<file path="src/rtl/regfile_param.sv">
// Parametrised 2R1W register file with a hardware clear sweep after reset or on request.
// Optional write-to-read forwarding is compiled in with REGFILE_BYPASS_EN.
module regfile_param #(
  parameter int unsigned DATA_W   = 32,
  parameter int unsigned NREGS    = 32,
  parameter int unsigned ADDR_W   = $clog2(NREGS),
  parameter int unsigned ZERO_REG = 1
) (
  input  logic              clk,
  input  logic              rst_n,
  input  logic              clr_req,
  output logic              ready,
  input  logic              we,
  input  logic [ADDR_W-1:0] wa,
  input  logic [DATA_W-1:0] wd,
  input  logic [ADDR_W-1:0] ra1,
  input  logic [ADDR_W-1:0] ra2,
  output logic [DATA_W-1:0] rd1,
  output logic [DATA_W-1:0] rd2
);

  typedef enum logic {StClear, StRun} state_e;

  localparam logic [ADDR_W:0] CntLast = (ADDR_W + 1)'(NREGS - 1);

  state_e            state_q;
  logic [ADDR_W:0]   cnt_q;
  logic              ready_q;
  logic [DATA_W-1:0] rf_q [NREGS];

  logic              wr_en;
  logic [ADDR_W-1:0] wr_addr;
  logic [DATA_W-1:0] wr_data;

  always_ff @(posedge clk or negedge rst_n) begin
    if (!rst_n) begin
      state_q <= StClear;
      cnt_q   <= '0;
      ready_q <= 1'b0;
    end else begin
      unique case (state_q)
        StClear: begin
          if (cnt_q == CntLast) begin
            state_q <= StRun;
            cnt_q   <= '0;
            ready_q <= 1'b1;
          end else begin
            cnt_q <= cnt_q + 1'b1;
          end
        end
        StRun: begin
          if (clr_req) begin
            state_q <= StClear;
            cnt_q   <= '0;
            ready_q <= 1'b0;
          end
        end
        default: begin
          state_q <= StClear;
          cnt_q   <= '0;
          ready_q <= 1'b0;
        end
      endcase
    end
  end

  // Sweep owns the write port in CLEAR; a clear request beats a same-edge write.
  always_comb begin
    wr_en   = 1'b0;
    wr_addr = '0;
    wr_data = '0;
    if (state_q == StClear) begin
      wr_en   = 1'b1;
      wr_addr = cnt_q[ADDR_W-1:0];
    end else if (we && !clr_req && !((ZERO_REG != 0) && (wa == '0))) begin
      wr_en   = 1'b1;
      wr_addr = wa;
      wr_data = wd;
    end
  end

  always_ff @(posedge clk) begin
    if (wr_en) begin
      rf_q[wr_addr] <= wr_data;
    end
  end

  always_comb begin
    rd1 = '0;
    if ((state_q == StRun) && !((ZERO_REG != 0) && (ra1 == '0))) begin
      rd1 = rf_q[ra1];
`ifdef REGFILE_BYPASS_EN
      if (we && (wa == ra1)) begin
        rd1 = wd;
      end
`endif
    end
  end

  always_comb begin
    rd2 = '0;
    if ((state_q == StRun) && !((ZERO_REG != 0) && (ra2 == '0))) begin
      rd2 = rf_q[ra2];
`ifdef REGFILE_BYPASS_EN
      if (we && (wa == ra2)) begin
        rd2 = wd;
      end
`endif
    end
  end

  assign ready = ready_q;

endmodule

</file>
<file path="config.mk">
export PLATFORM = sky130hd
export DESIGN_NAME = regfile_param
export DESIGN_NICKNAME = d
export VERILOG_FILES = /design/src/rtl/regfile_param.sv
export SDC_FILE = /design/constraint.sdc
export NUM_CORES = 1
export LEC_CHECK = 0
export BUFFER_PORTS_ARGS = -buffer_cell sky130_fd_sc_hd__buf_2
export CORE_ASPECT_RATIO = 1.25
export CORE_UTILIZATION = 50
export CTS_CLUSTER_DIAMETER = 50
export DETAILED_ROUTE_END_ITERATION = 6
export GPL_TIMING_DRIVEN = 0
export PLACE_DENSITY = 0.66
export REMOVE_ABC_BUFFERS = 1
export SKIP_LAST_GASP = 1
export SLEW_MARGIN = 0
export SYNTH_ARGS = -nofsm -noshare
export SYNTH_HDL_FRONTEND = slang
export SYNTH_SLANG_ARGS = --single-unit
</file>
<file path="constraint.sdc">
create_clock -name clk -period 3.4 [get_ports clk]
set_input_delay 0 -clock clk [delete_from_list [all_inputs] [get_ports clk]]
set_output_delay 0 -clock clk [all_outputs]
set_load 0.02 [all_outputs]
</file>
==> results by group <==
Run status
  • Status: complete, no violations

Synth
  • Synth unique cells: 44
  • Number of enable flip-flop cells after synthesis: 1024
  • Synth Register Bits: 1032
  • Top-count cell post-synth: edfxtp_1
  • Yosys warns: 0
  • Post-synth top area share: 63.5%
  • Syn Std Cell Area: 0.0484 mm2
  • Ys async rst share: 0.775%
  • Synth area leaders: edfxtp_1 (64%), mux4_2 (12%), mux2i_1 (11%)
  • Area leader, netlist: edfxtp_1
  • Post-synth top cells: edfxtp_1 (1024), mux2i_1 (520), mux4_2 (252)
  • Ys flop type: edfxtp_1
  • Syn Inst Count: 2940
  • Syn_area_per_cell: 16.5 um2
  • Sequential share of the synthesized area: 64.0%

Clocking
  • CTS tree: built
  • Clock Sinks: 1032
  • Total CTS buffers: 103
  • H-tree Lvls: 3
  • Clock slew at reported path FFs: 60 ps
  • Clock root buffer: clkbuf_16
  • CTS max path bufs: 3
  • Worst-Skew Late Latency: 680 ps

Detailed routing
  • DR pass1 iterations: 5
  • Via count: 30500
  • Via/cell ratio: 6.93
  • Post-route ant nets: 0
  • Drt wl/cell: 33.8 um
  • Initial DRC Count: 3684
  • Overall routed net length: 149 mm
  • Remaining DRCs: 0

GRT
  • First-pass GRT wire length: 211 mm
  • GRT Resource Usage Total: 30.4%
  • Vias in the first global route: 31300
  • Grt ovf: 0
  • Initial antenna violation count: 2
  • Largest net degree at the start of global routing: 96

Final layout
  • Layout Cells excl Fill: 4407
  • Synth-to-Final Area Change: 14.6%
  • Nets: 3083
  • Layout cell share with drive strength beyond 1: 22.2%

Setup path
  • Critical path's largest stage delay: 610 ps
  • Required time worst endpoint: 3400 ps
  • Critical-path cell list: nor3b_2 -> buf_6 -> buf_8 -> buf_8 -> and2_4 -> buf_12 -> a21oi_1 -> nand4_1 -> buf_2
  • Crit path arrival time: 3390 ps
  • Kind of critical path: flop to primary output
  • CP bufs+invs: 5
  • Critical path launch point type: flop
  • Worst Path Max Fanout: 21
  • Crit. End Element: primary output
  • Cell with the most instances on the worst path: buf_8
  • Slowest cell on crit path: dfrtp_4
  • Critical path's top delay family: buffers and inverters

Floorplanning
  • Area of the core: 0.0960 mm2
  • Die area: 0.0980 mm2
  • Die height: 350 um
  • Std-Cell Rows: 127
  • IO Count: 116
  • Initial Util: 50.4%
  • Width of the die: 280 um

Placement
  • Number of instances in the placed design: 4211
  • Input/output buffers: 115
  • DPL Wire Length: 94.3 mm
  • DP Worst Slack: -481 ps
  • Gp weighted congestion: 0.793

STA
  • Final Max Tran Viols: 0
  • Fmax: 0.295 GHz
  • Least-Margin Pin Slew: 1260 ps
  • Worst clock skew: 16.2 ps
  • Hold slack: 116 ps
  • Fin. Hold Viols: 0
  • Unrepaired setup endpoints after global routing: no
  • Period Utilization, post-route: 99.6%
  • Final WS setup: 12.1 ps
  • Post-layout min period: 3390 ps
  • Setup violations, final: 0
  • Final setup TNS: 0 ps
  • Relative slew slack: 15.7%

Power and ir drop
  • Logic gate share of total power: 16.1%
  • PwrDens: 593 mW/mm2
  • Sw Ratio: 26.9%
  • Internal cell power: 24.1 mW
  • Pleak: 19.7 nW
  • Reg power frac: 48.5%
  • Net Switching: 8.84 mW
  • Clock power share: 35.5%
  • Power Total: 32.9 mW
  • VDD IR max: 0.000534 V

Hold path
  • Class of the worst hold path: input pin to flop

Job
  • Max Cap Viol: 0
==> worst reg2reg max path, delay by kind of cell, from the launching register on <==
family | cells | cell delay [ps]
AND/OR/NAND/NOR | 2 | 1000
AO/OA/AOI/OAI | 2 | 670
flip-flops | 1 | 610
buffers and inverters | 2 | 570
==> path summary, 6_finish.rpt <==
path,start,to,slack (ps),cells past startpoint
max,state_q,rd2[4],10,9
min,clr_req,ready,120,3
max reg2reg,state_q,rf_q[26][22],220,6
min reg2reg,cnt_q[5],state_q,550,1
max in group asynchronous,rst_n,state_q,2800,3
min in group asynchronous,rst_n,ready,290,3
==> state kept, by name (all words and copies together) (netlist names) <==
register and flops:
rf_q 1024, cnt_q 6, ready 1, state_q 1
==> area by class of cell <==
type / instances / area (um2)
Inverter: 6 / 22.5
Timing Repair Buffer: 220 / 2810
Antenna cell: 1 / 2.50
Tap cell: 1290 / 1610
Clock buffer: 122 / 2670
Sequential cell: 1032 / 31000
Clock inverter: 68 / 782
Fill cell: 7186 / 40500
Multi-Input combinational cell: 1668 / 16600
==> logic make-up (layout without fill, tap and decap cells) <==
family / count (synthesis) / count (layout) / synth area share [%]
DFF: 1032 / 1032 / 64.0
muxes: 772 / 772 / 22.5
and+or+nand+nor: 474 / 474 / 4.97
AOI/OAI and AO/OA: 419 / 419 / 5.86
buffers and inverters: 240 / 416 / 2.66
xor gates and xnor gates: 2 / 2 / 0.0362
adders and majority gates: 1 / 1 / 0.0259
other: 0 / 1 / 0
==> layout by cell type (no fill, tap or decap), types with 4 or more instances in the layout <==
cell       count
nor2_4        38
a21oi_1      120
a32o_1         7
and3_1        25
and2_2         4
o22ai_1        4
edfxtp_1    1024
buf_8         13
clkinv_4       6
o21ai_0        6
nand2_1      105
buf_6         12
nor2b_4        8
clkbuf_1      18
a22o_1        33
clkinv_2      18
nand3_1      169
clkinv_1      19
and2_1        32
clkbuf_16    104
buf_16        36
dfrtp_1        7
a22oi_1      195
inv_1          6
mux4_2       252
buf_2        109
nand4_1       59
nor2_1         9
buf_12        45
mux2i_1      520
bufinv_16     15
a31oi_1       41
nor2b_1        4
==> repair_timing <==
action                     4_1_cts  5_1_grt
gates resized for setup          3        0
hold endpoints to repair        16        0
pin swaps                        1        0
hold buffers                     3        0
setup endpoints to repair     1958       26
setup buffers                    1        1
==> power groups by stage <==
stage	combinational [mW]	clock, mW	sequential, mW
2_1_floorplan	2.37	0	16.0
3_5_place_dp	5.21	0	16.2
5_1_grt	5.45	12.2	16.0
6_report	5.28	11.7	15.9
4_1_cts	5.23	11.8	15.9
3_3_place_gp	4.51	0	16.3
==> layer usage <==
| layer | up-vias | share of wire, % | global-route usage, % |
|---|---|---|---|
| met1 | 15800 | 36 | 38.2 |
| met5 | - | 0.019 | 0 |
| li1 | 12300 | - | - |
| met3 | 489 | 9.3 | 5.10 |
| met4 | 4 | 5.3 | 15.9 |
| met2 | 1910 | 49 | 50.6 |
==> stage by stage <==
step | area, um2 | util, %
finish | 55500 | 57.8
floorplan | 47100 | -
CTS | 55400 | 57.8
global route | 55400 | 57.8
global placement | 49300 | 51.4
detailed placement | 51900 | 54.1
No activity file was read; power rests on OpenSTA's default activity.
